## config.mk

```make
export PLATFORM = sky130hd
export DESIGN_NAME = ssd_scan6
export DESIGN_NICKNAME = d
export VERILOG_FILES = /design/src/rtl/ssd_scan6_pkg.sv /design/src/rtl/ssd_scan6_bcd_to_ssd.sv /design/src/rtl/ssd_scan6.sv
export SDC_FILE = /design/constraint.sdc
export NUM_CORES = 1
export LEC_CHECK = 0
export ABC_AREA = 1
export CORE_UTILIZATION = 45
export CTS_CLUSTER_SIZE = 14
export DETAILED_ROUTE_END_ITERATION = 8
export GPL_ROUTABILITY_DRIVEN = 0
export PLACE_DENSITY = 0.69
export SYNTH_ARGS = -nofsm -noshare
export SYNTH_HDL_FRONTEND = slang
export SYNTH_SLANG_ARGS = --single-unit
```

## constraint.sdc

```tcl
create_clock -name clk -period 2.8 [get_ports clk]
set_input_delay 0.7 -clock clk [delete_from_list [all_inputs] [get_ports clk]]
set_output_delay 0.7 -clock clk [all_outputs]
set_load 0.01 [all_outputs]
```

## src/rtl/ssd_scan6_pkg.sv

```systemverilog
// rtl/ssd_scan6_pkg.sv - shared digit count, glyph constants and segment bit order
package ssd_scan6_pkg;

  localparam int NUM_DIGITS = 6;

  typedef logic [7:0] seg_t;

  // Active-low segment word, MSB first: bit7=a ... bit1=g, bit0=dp
  typedef struct packed {
    logic a;
    logic b;
    logic c;
    logic d;
    logic e;
    logic f;
    logic g;
    logic dp;
  } seg_bits_t;

  localparam seg_t SEG_0     = 8'h03;
  localparam seg_t SEG_1     = 8'h9F;
  localparam seg_t SEG_2     = 8'h25;
  localparam seg_t SEG_3     = 8'h0D;
  localparam seg_t SEG_4     = 8'h99;
  localparam seg_t SEG_5     = 8'h49;
  localparam seg_t SEG_6     = 8'h41;
  localparam seg_t SEG_7     = 8'h1F;
  localparam seg_t SEG_8     = 8'h01;
  localparam seg_t SEG_9     = 8'h09;
  localparam seg_t SEG_DASH  = 8'hFD;
  localparam seg_t SEG_BLANK = 8'hFF;

endpackage

```

## src/rtl/ssd_scan6_bcd_to_ssd.sv

```systemverilog
// rtl/ssd_scan6_bcd_to_ssd.sv - combinational BCD to active-low seven-segment decoder (dp left off)
module bcd_to_ssd
  import ssd_scan6_pkg::*;
(
  input  logic [3:0] i_bcd,
  output seg_t       o_seg
);

  // Non-BCD codes show a dash so a corrupted counter is visible on the display
  always_comb begin
    o_seg = SEG_DASH;
    case (i_bcd)
      4'd0:    o_seg = SEG_0;
      4'd1:    o_seg = SEG_1;
      4'd2:    o_seg = SEG_2;
      4'd3:    o_seg = SEG_3;
      4'd4:    o_seg = SEG_4;
      4'd5:    o_seg = SEG_5;
      4'd6:    o_seg = SEG_6;
      4'd7:    o_seg = SEG_7;
      4'd8:    o_seg = SEG_8;
      4'd9:    o_seg = SEG_9;
      default: o_seg = SEG_DASH;
    endcase
  end

endmodule

```

## src/rtl/ssd_scan6.sv

```systemverilog
// rtl/ssd_scan6.sv - six-digit multiplexed common-anode display scanner with frame snapshot
module ssd_scan6
  import ssd_scan6_pkg::*;
#(
  parameter int SCAN_DIV     = 50000,
  parameter int BLINK_FRAMES = 64
) (
  input  logic       clk,
  input  logic       rst_n,
  input  logic [3:0] value_0,
  input  logic [3:0] value_1,
  input  logic [3:0] value_2,
  input  logic [3:0] value_3,
  input  logic [3:0] value_4,
  input  logic [3:0] value_5,
  input  logic [5:0] blink_en,
  input  logic [5:0] dp_mask,
  input  logic       lz_blank,
  output logic [5:0] ssd_ctl,
  output logic [7:0] ssd_out,
  output logic       frame_tick
);

  localparam int DIV_W = (SCAN_DIV > 1) ? $clog2(SCAN_DIV) : 1;
  localparam int BLK_W = (BLINK_FRAMES > 1) ? $clog2(BLINK_FRAMES) : 1;

  logic [DIV_W-1:0] r_div_cnt;
  logic [2:0]       r_sel;
  logic [BLK_W-1:0] r_blink_cnt;
  logic             r_blink_phase;
  logic [3:0]       r_snap [NUM_DIGITS];
  logic [5:0]       r_ctl;
  logic [7:0]       r_out;
  logic             r_frame_tick;

  logic             w_scan_tick;
  logic             w_frame_end;
  logic [3:0]       w_values [NUM_DIGITS];
  logic [5:0]       w_ctl;
  seg_t             w_dec;
  seg_bits_t        w_seg;
  logic             w_upper_zero;
  logic             w_blank;

  assign w_values[0] = value_0;
  assign w_values[1] = value_1;
  assign w_values[2] = value_2;
  assign w_values[3] = value_3;
  assign w_values[4] = value_4;
  assign w_values[5] = value_5;

  assign w_scan_tick = (r_div_cnt == DIV_W'(SCAN_DIV - 1));
  assign w_frame_end = w_scan_tick && (r_sel == 3'd5);
  assign w_ctl       = ~(NUM_DIGITS'(1) << r_sel);

  bcd_to_ssd u_dec (
    .i_bcd (r_snap[r_sel]),
    .o_seg (w_dec)
  );

  // A digit is a leading zero when it and every more-significant snapshot digit are 0
  always_comb begin
    w_upper_zero = 1'b1;
    for (int j = 0; j < NUM_DIGITS; j++) begin
      if ((j >= int'(r_sel)) && (r_snap[j] != 4'd0)) w_upper_zero = 1'b0;
    end
    w_blank = (lz_blank && (r_sel != 3'd0) && w_upper_zero) ||
              (blink_en[r_sel] && r_blink_phase);
    w_seg = seg_bits_t'(w_dec);
    if (dp_mask[r_sel]) w_seg.dp = 1'b0;
    if (w_blank) w_seg = seg_bits_t'(SEG_BLANK);
  end

  always_ff @(posedge clk or negedge rst_n) begin
    if (!rst_n) begin
      r_div_cnt     <= '0;
      r_sel         <= 3'd0;
      r_blink_cnt   <= '0;
      r_blink_phase <= 1'b0;
      for (int i = 0; i < NUM_DIGITS; i++) r_snap[i] <= 4'd0;
      r_ctl         <= 6'b111111;
      r_out         <= SEG_BLANK;
      r_frame_tick  <= 1'b0;
    end else begin
      r_div_cnt <= w_scan_tick ? '0 : r_div_cnt + 1'b1;
      if (w_scan_tick) r_sel <= (r_sel == 3'd5) ? 3'd0 : r_sel + 3'd1;
      // Snapshot at frame end so a digit never changes partway through a frame
      if (w_frame_end) begin
        r_snap <= w_values;
        if (r_blink_cnt == BLK_W'(BLINK_FRAMES - 1)) begin
          r_blink_cnt   <= '0;
          r_blink_phase <= ~r_blink_phase;
        end else begin
          r_blink_cnt <= r_blink_cnt + 1'b1;
        end
      end
      r_frame_tick <= w_frame_end;
      r_ctl        <= w_ctl;
      r_out        <= w_seg;
    end
  end

  assign ssd_ctl    = r_ctl;
  assign ssd_out    = r_out;
  assign frame_tick = r_frame_tick;

endmodule
```

==> impl_metrics.json <==
{
  "track_usage": 0.203,
  "area_growth_pct": 22.4,
  "antenna_cells": 0,
  "yosysMostFrequentCell": "nand2_1",
  "fmax_mhz": 430,
  "num_rows": 31,
  "die-width_microns": 89.7,
  "synthesis.nets": 485,
  "ant_nets": 0,
  "antenna_found_initial": 0,
  "synth_common_cells": "nand2_1 (133), inv_1 (53), dfrtp_1 (51), nand3_1 (31), nor2_1 (25)",
  "ctsHtreeMaxLevel": 3,
  "crit_fanout": 21,
  "nets": 540,
  "avgRoutedWirePerCell_microns": 12.4,
  "fp.dieH_microns": 89.7,
  "period_needed_ns": 2.32,
  "hold_viol_final": 0,
  "cp-start-kind": "flip-flop",
  "clkTransAtPathRegs_ns": 0.07,
  "cts_buffers": 9,
  "cts_hold_buffers": 0,
  "ys_dominant_reg_cell": "dfrtp_1",
  "cp.required_ns": 3.09,
  "synth_edf_count": 0,
  "status": "finished, final reports clean",
  "drt_iter0_markers": 103,
  "drt_first_pass_iters": 4,
  "grt_pass1_wl_microns": 13100,
  "worstSetupPathType": "flip-flop to flip-flop",
  "worst_clock_skew_ns": 0.0106,
  "hp-class": "input pin to async pin",
  "crit_path_end_kind": "flip-flop",
  "p_leak_nw": 1.99,
  "cts_sinks": 65,
  "seq_area_frac_synth": 0.475,
  "num-fill-cells": 677,
  "grt_max_degree": 66,
  "port-buffer-count": 53,
  "cts_tree": "built",
  "syn_avg_cell_area_sq_um": 7.98,
  "worst_slew_pin_slew_ns": 0.692,
  "irDropWorstVdd_mv": 0.186,
  "slew_violations": 0,
  "post_cts_resized": 0,
  "core_sq_um": 7330,
  "placed_cell_area_sq_um": 4060,
  "fin_area_sq_um": 4240,
  "clock-root-buffer": "clkbuf_8",
  "setup_viol": 0,
  "cap_violations": 0,
  "hpwl_microns": 5330,
  "yosys-top-cells-area": "dfrtp_1 (37%), nand2_1 (14%), dfstp_2 (11%), inv_1 (5.7%), nand3_1 (4.5%)",
  "synth_top_area_cell": "dfrtp_1",
  "ios": 54,
  "die_area_sq_um": 8050,
  "grt_pass1_vias": 2914,
  "synth_top_area_frac": 0.369,
  "initial_core_util": 0.472,
  "post-cts-setup-buffers": 0,
  "setup-tns-final_ns": 0,
  "drive_above_1_share": 0.105,
  "ys_ff_latch": 65,
  "overflow": 0,
  "async_flop_share": 1.00,
  "multi_input_area_sq_um": 1520,
  "synth.distinct_cells": 30,
  "reg2reg_depth": 9,
  "finalCritPeriodShare": 0.830,
  "crit_arrival_ns": 2.62,
  "clk_path_buf_depth": 2,
  "wirelength_microns": 7370,
  "p_per_area_nw_per_um2": 417,
  "relSlewSlack": 0.539,
  "ys_warn_count": 0,
  "num_vias": 2915,
  "drc_errors": 0,
  "routed_via_density": 4.92,
  "insertion_delay_ns": 0.35,
  "syn-instance-count": 434,
  "rsz0062_at_grt": "false",
  "regArea_sq_um": 1640,
  "synthesis.area_sq_um": 3460
}
[worst max-delay path, cell delays in order (launching register included)]
cell     delay (ns)
dfrtp_1        0.79
inv_4          0.23
ha_1           0.31
or2_2          0.30
nor2_1         0.10
nand3_1        0.07
nand2_1        0.08
nand3_2        0.13
and2_1         0.20
nand2_1        0.08
[per-stage QoR]
stage               utilization  std cells  power [mW]  hold WS (ns)  setup WS (ns)
floorplan                     -        434       0.963         0.404          0.923
global placement          0.553        577        1.04         0.444          0.583
detailed placement        0.553        577        1.04         0.460          0.485
CTS                       0.578        593        1.79         0.363          0.475
global route              0.578        593        1.83         0.387          0.291
finish                    0.578        593        1.77         0.358          0.476
[sequential cells by signal, summed over array words and instances, names as in the netlist]
register / count
frame_tick: 1
r_blink_cnt: 6
r_blink_phase: 1
r_div_cnt: 16
r_sel: 3
r_snap: 24
ssd_ctl: 6
ssd_out: 8
[cells in the final DEF (no fill, tap or decap), drive strengths merged]
cell type and instances:
nand2 134, inv 59, clkdlybuf4s50 52, dfrtp 51, nand3 34, nor2 31
o21ai 31, nand4 18, dfstp 14, clkbuf 13, ha 12, nor3 12
a21oi 9, xor2 7, or2 3, xnor2 3, clkinv 3, nand3b 2
buf 2, and2 1, o211ai 1, a31oi 1, nor4 1
[kinds of logic (layout without fill, tap and decap cells)]
| logic type | after synthesis | in the layout | share of synthesized area |
|---|---|---|---|
| AOI/OAI and AO/OA | 42 | 42 | 0.0618 |
| xor gates and xnor gates | 10 | 10 | 0.0253 |
| adders and majority gates | 12 | 12 | 0.0434 |
| buffers and inverters | 69 | 129 | 0.0867 |
| DFF | 65 | 65 | 0.475 |
| and+or+nand+nor | 236 | 236 | 0.308 |
[where the power goes]
group          internal [mW]  leakage [nW]  switching (mW)  total, mW
Sequential             0.941         0.720        0.000145      0.941
Clock                  0.390        0.0992           0.357      0.747
Combinational         0.0515          1.17          0.0284     0.0800
Total                   1.38          1.99           0.386       1.77
[metal layers]
layer | GRT usage | vias to the layer above | routed length (microns)
li1 | - | 1500 | -
met1 | 0.263 | 1331 | 3430
met2 | 0.331 | 71 | 3460
met3 | 0.0398 | 13 | 320
met4 | 0.0902 | 0 | 159
met5 | 0 | - | 0
[layout make-up]
cell class	instances	share of cell area
clock buffers	13	0.0398
clock inverters	3	0.00354
inverters	59	0.0528
multi-input cells	300	0.358
flip-flops and latches	65	0.388
well taps	99	0.0292
repair buffers	54	0.129
[worst paths after layout]
| kind | from | to | slack [ns] |
|---|---|---|---|
| worst max-delay path | r_sel[0] | ssd_out[3] | 0.48 |
| worst min-delay path | rst_n | r_snap[22] | 0.36 |
| worst max register to register | r_sel[0] | ssd_out[3] | 0.48 |
| worst min register to register | r_div_cnt[0] | r_div_cnt[0] | 0.46 |
| max in group asynchronous | rst_n | ssd_ctl[5] | 2.12 |
| min in group clk | r_div_cnt[0] | r_div_cnt[0] | 0.46 |
(Power assumes the default switching activity.)
